==> config.mk <==
export PLATFORM = sky130hd
export DESIGN_NAME = word_change_capture
export DESIGN_NICKNAME = d
export VERILOG_FILES = /design/src/rtl/netdelay_pkg.sv /design/src/rtl/word_fifo.sv /design/src/rtl/word_change_capture.sv
export SDC_FILE = /design/constraint.sdc
export NUM_CORES = 1
export LEC_CHECK = 0
export CORE_MARGIN = 2
export CORE_UTILIZATION = 37
export DETAILED_ROUTE_END_ITERATION = 16
export PLACE_DENSITY_LB_ADDON = 0.25
export SLEW_MARGIN = 20
export SYNTH_ARGS = -nofsm -noshare
export SYNTH_HDL_FRONTEND = slang
export SYNTH_SLANG_ARGS = --single-unit
==> constraint.sdc <==
create_clock -name clk -period 11.5 [get_ports clk]
set_input_delay 1.725 -clock clk [delete_from_list [all_inputs] [get_ports clk]]
set_output_delay 1.725 -clock clk [all_outputs]
set_load 0.05 [all_outputs]
==> src/rtl/netdelay_pkg.sv <==
// Shared defaults and FSM encoding for the word change capture block.
package netdelay_pkg;

    localparam int unsigned WIDTH_DEF = 32;
    localparam int unsigned DEPTH_DEF = 4;
    localparam int unsigned CNT_W_DEF = 16;

    typedef enum logic {
        ARMED = 1'b0,
        TRACK = 1'b1
    } state_e;

endpackage

==> src/rtl/word_fifo.sv <==
// Synchronous FIFO holding captured words; no write-to-read bypass.
module word_fifo
    import netdelay_pkg::*;
#(
    parameter int unsigned WIDTH = WIDTH_DEF,
    parameter int unsigned DEPTH = DEPTH_DEF
) (
    input  logic                     clk,
    input  logic                     rst,
    input  logic                     push,
    input  logic                     pop,
    input  logic [WIDTH-1:0]         din,
    output logic [WIDTH-1:0]         dout,
    output logic                     full,
    output logic                     empty,
    output logic [$clog2(DEPTH):0]   level
);

    localparam int unsigned AW = $clog2(DEPTH);

    logic [AW:0]      wr_ptr_q, wr_ptr_d;
    logic [AW:0]      rd_ptr_q, rd_ptr_d;
    logic [WIDTH-1:0] mem_q [DEPTH];
    logic [WIDTH-1:0] mem_d [DEPTH];
    logic             pop_ok;
    logic             push_ok;

    // Extra pointer MSB distinguishes full from empty when the indices match.
    assign empty = (wr_ptr_q == rd_ptr_q);
    assign full  = (wr_ptr_q[AW] != rd_ptr_q[AW]) &&
                   (wr_ptr_q[AW-1:0] == rd_ptr_q[AW-1:0]);
    assign level = wr_ptr_q - rd_ptr_q;
    assign dout  = empty ? '0 : mem_q[rd_ptr_q[AW-1:0]];

    assign pop_ok  = pop && !empty;
    assign push_ok = push && (!full || pop_ok);

    always_comb begin
        wr_ptr_d = wr_ptr_q;
        rd_ptr_d = rd_ptr_q;
        mem_d    = mem_q;
        if (push_ok) begin
            mem_d[wr_ptr_q[AW-1:0]] = din;
            wr_ptr_d = wr_ptr_q + 1'b1;
        end
        if (pop_ok) begin
            rd_ptr_d = rd_ptr_q + 1'b1;
        end
    end

    always_ff @(posedge clk) begin
        if (rst) begin
            wr_ptr_q <= '0;
            rd_ptr_q <= '0;
        end else begin
            wr_ptr_q <= wr_ptr_d;
            rd_ptr_q <= rd_ptr_d;
        end
    end

    // Storage is left uncleared on reset; the pointers alone define contents.
    always_ff @(posedge clk) begin
        mem_q <= mem_d;
    end

endmodule

==> src/rtl/word_change_capture.sv <==
// Pushes each newly observed input word into a FIFO, counting changes and flagging drops.
module word_change_capture
    import netdelay_pkg::*;
#(
    parameter int unsigned WIDTH = WIDTH_DEF,
    parameter int unsigned DEPTH = DEPTH_DEF,
    parameter int unsigned CNT_W = CNT_W_DEF
) (
    input  logic                     clk,
    input  logic                     rst,
    input  logic [WIDTH-1:0]         din,
    input  logic                     din_en,
    output logic [WIDTH-1:0]         dout,
    output logic                     dout_valid,
    input  logic                     dout_ready,
    output logic [$clog2(DEPTH):0]   level,
    output logic [CNT_W-1:0]         change_cnt,
    output logic                     overflow
);

    state_e           state_q, state_d;
    logic [WIDTH-1:0] prev_word_q, prev_word_d;
    logic [CNT_W-1:0] cnt_q, cnt_d;
    logic             ovf_q, ovf_d;
    logic             change;
    logic             pop;
    logic             fifo_full;
    logic             fifo_empty;

    assign change = din_en && ((state_q == ARMED) || (din != prev_word_q));
    assign pop    = !fifo_empty && dout_ready;

    always_comb begin
        state_d     = state_q;
        prev_word_d = prev_word_q;
        cnt_d       = cnt_q;
        ovf_d       = ovf_q;
        if (change) begin
            state_d     = TRACK;
            prev_word_d = din;
            if (cnt_q != '1) begin
                cnt_d = cnt_q + 1'b1;
            end
            // A simultaneous pop frees a slot, so only a non-popping full FIFO drops.
            if (fifo_full && !pop) begin
                ovf_d = 1'b1;
            end
        end
    end

    always_ff @(posedge clk) begin
        if (rst) begin
            state_q     <= ARMED;
            prev_word_q <= '0;
            cnt_q       <= '0;
            ovf_q       <= 1'b0;
        end else begin
            state_q     <= state_d;
            prev_word_q <= prev_word_d;
            cnt_q       <= cnt_d;
            ovf_q       <= ovf_d;
        end
    end

    word_fifo #(
        .WIDTH (WIDTH),
        .DEPTH (DEPTH)
    ) u_fifo (
        .clk   (clk),
        .rst   (rst),
        .push  (change),
        .pop   (pop),
        .din   (din),
        .dout  (dout),
        .full  (fifo_full),
        .empty (fifo_empty),
        .level (level)
    );

    assign dout_valid = !fifo_empty;
    assign change_cnt = cnt_q;
    assign overflow   = ovf_q;

endmodule

==> run summary <==
Tcrit/Tclk final: 44.9%
Routed WL per cell: 17.6 um
Count of cell types in the netlist: 41
Crit path top cell by count: buf_4
Register area share after synthesis: 64.7%
Via count of the routed design: 4352
Die Wd: 148 um
Remaining antenna violation count after routing: 0
Post-synth EDFFs: 128
Die H: 148 um
P per Cell Area: 192 mW/mm^2
CTS root buf: clkbuf_16
Layout cells sized above 1: 14.4%
Reg2reg setup slack: 8.28 ns
Total grt overflow: 0
Hold_buf cts: 0
TritonCTS Buffers: 17
Crit end category: primary output
Slew HR: 35.5%
Reg power frac: 41.5%
Pleak: 3.34 nW
Max_cap viols: 0
Worst-Margin Slew: 0.962 ns
RR Startpoint: u_fifo.rd_ptr_q[0]$_SDFFE_PP0P_
Status: complete, no violations
Most frequent cells in the layout: 128 x edfxtp_1, 87 x clkdlybuf4s50_1, 55 x dfxtp_1, 53 x nor2_1, 37 x and2_1
Finish-stage setup viols: 0
Longest Clk Path Bufs: 2
# IOs: 89
Final wirelength: 15500 um
Number of global-route vias before repair: 4599
Crit path from: u_fifo.rd_ptr_q[0]$_SDFFE_PP0P_
Most common cell after layout, fill and taps aside: edfxtp_1
CP endpoint: dout[15]
Critical path's slowest cell: clkdlybuf4s50_1
Achievable Freq: 194 MHz
CP arrival: 3.44 ns
Largest net degree at the start of global routing: 72
Post-synth ARST share: 0%
Worst reg-to-reg path cell count: 7
Buffers & Inverters on Critical Path: 3
Total core area: 0.0203 mm^2
Row cnt: 52
DP Area: 0.00883 mm^2
Antenna violations before repair: 0
Clk pwr share: 33.2%
CP delay by family, top: buffers and inverters
Setup_tns: 0 ns
Post-Syn Nets: 552
DP Worst Slack: 6.25 ns
Iter 0 DRT Violations: 228
Worst-path maximum fanout: 35
IO buf count: 88
Nets: 643
Hold slack: 0.480 ns
Post-synth top flop: edfxtp_1
Clock latency on the worst-skew pair: 0.42 ns
Final WS setup: 6.33 ns
CTS sink cnt: 184
Clk pin slew, worst setup/hold paths: 0.07 ns
Ys Warns: 0
N_diodes: 0
GRT Total Usage: 14.7%
Post-CTS setup buffers: 0
Sw frac: 30.4%
DRT Pass-1 Iters: 4
Combinational share of power: 25.4%
Internal: 1.26 mW
CTS H-tree depth: 4
First-pass GRT wire length: 24500 um
RSZ-0062 raised after global routing: false
Fin area: 0.00945 mm^2
Synth Register Bits: 184
Max incr delay on CP: 0.81 ns
Setup crit start kind: flip-flop
Die ar.: 0.0219 mm^2
R2R Path End: u_fifo.wr_ptr_q[2]$_SDFFE_PP0P_
Critical path data required time: 9.78 ns
CP Class: flip-flop to primary output
Synth Instances: 507
Final Critical Period: 5.17 ns
Max VDD drop: 0.000118 V
Final Wtd Congestion: 0.726
Final hold violation count: 0
Gates resized, CTS repair: 0
Drc violations: 0
Routed vias/inst: 4.94
Switching power total: 549 uW
CP cell instances: buf_4 -> ha_1 -> nand3_1 -> buf_4 -> and2_1 -> clkdlybuf4s50_1
Mean Syn Cell Area: 15.1 um^2
CP Depth: 6
Slew Viols, Final: 0
Detailed Place HPWL: 9890 um
Mapped Area: 0.00767 mm^2
CTS tree: done
HP Class: flip-flop to flip-flop
Clock Skew: 0.0124 ns
Initial core utilization: 37.8%
Area delta synth->final: 23.1%
metal layers:
metal / share of wire [%] / global-route usage, % / up-vias
met1: 43 / 18.1 / 2202
met2: 51 / 25.6 / 81
met3: 4.3 / 3.43 / 11
li1: - / - / 2058
met5: 0 / 0 / -
met4: 0.96 / 4.57 / 0
sequential cells by signal, summed over array words and instances (netlist names):
name             cells
u_fifo.wr_ptr_q      3
state_q              1
overflow             1
change_cnt          16
u_fifo.rd_ptr_q      3
prev_word_q         32
u_fifo.mem_q       128
cells by family (layout without fill, tap and decap cells):
logic type,Yosys count,count (layout),synth area share (%)
adder cells (fa/ha/maj),9,9,1.57
flip-flops,184,184,64.7
AND/OR/NAND/NOR,154,154,10.5
buffers and inverters,31,135,2.01
XOR/XNOR,36,36,4.11
AO/OA/AOI/OAI,16,16,1.47
multiplexers,77,77,15.6
stage by stage:
step	power [mW]	util [%]	std cells
2_1_floorplan	1.08	-	507
3_3_place_gp	1.23	43.5	849
3_5_place_dp	1.23	43.5	849
4_1_cts	1.84	46.5	881
5_1_grt	1.88	46.5	881
6_report	1.81	46.5	881
final cells by class:
cell class | instances | area (um^2)
timing repair buffer | 97 | 943
clock inverter | 14 | 188
multi-input combinational | 292 | 2560
inverter | 6 | 22.5
sequential | 184 | 4970
fill | 1803 | 10900
tap | 270 | 338
clock buffer | 18 | 429
worst min-delay path: stages, from the launching register on:
cell and delay, ns:
dfxtp_1 0.33, a21oi_1 0.05, nor2_1 0.07
cell usage after synthesis (4+ instances only):
library cell,count,area (um^2)
mux2_1,6,67.6
nor2_1,53,199
a21oi_1,7,35.0
ha_1,8,100
inv_1,6,22.5
xor2_1,33,289
nand3_1,12,60.1
nor3_1,4,20.0
and3_1,5,31.3
mux2_2,4,45.0
nand4_1,7,43.8
nor2b_1,12,75.1
mux4_2,32,721
clkbuf_1,12,45.0
edfxtp_1,128,3840
nor4_1,8,50.1
buf_1,5,18.8
nand2_1,8,30.0
mux2i_1,32,320
and2_1,37,231
buf_6,4,45.0
dfxtp_1,56,1120
how the worst min path moves through the flow:
stage	from	end	slack, ns	depth (start not counted)
floorplan	state_q$_SDFFE_PP0P_	state_q$_SDFFE_PP0P_	0.44	2
global placement	state_q$_SDFFE_PP0P_	state_q$_SDFFE_PP0P_	0.46	2
detailed placement	state_q$_SDFFE_PP0P_	state_q$_SDFFE_PP0P_	0.47	2
CTS	state_q$_SDFFE_PP0P_	state_q$_SDFFE_PP0P_	0.49	2
global route	state_q$_SDFFE_PP0P_	state_q$_SDFFE_PP0P_	0.53	2
finish	overflow$_SDFFE_PP0P_	overflow$_SDFFE_PP0P_	0.48	2
power groups by stage:
stage / registers (mW) / clock network, mW / logic, mW
2_1_floorplan: 0.765 / 0 / 0.315
3_3_place_gp: 0.763 / 0 / 0.465
3_5_place_dp: 0.765 / 0 / 0.469
4_1_cts: 0.750 / 0.616 / 0.470
5_1_grt: 0.753 / 0.641 / 0.487
6_report: 0.750 / 0.601 / 0.459
(Power assumes the default switching activity.)
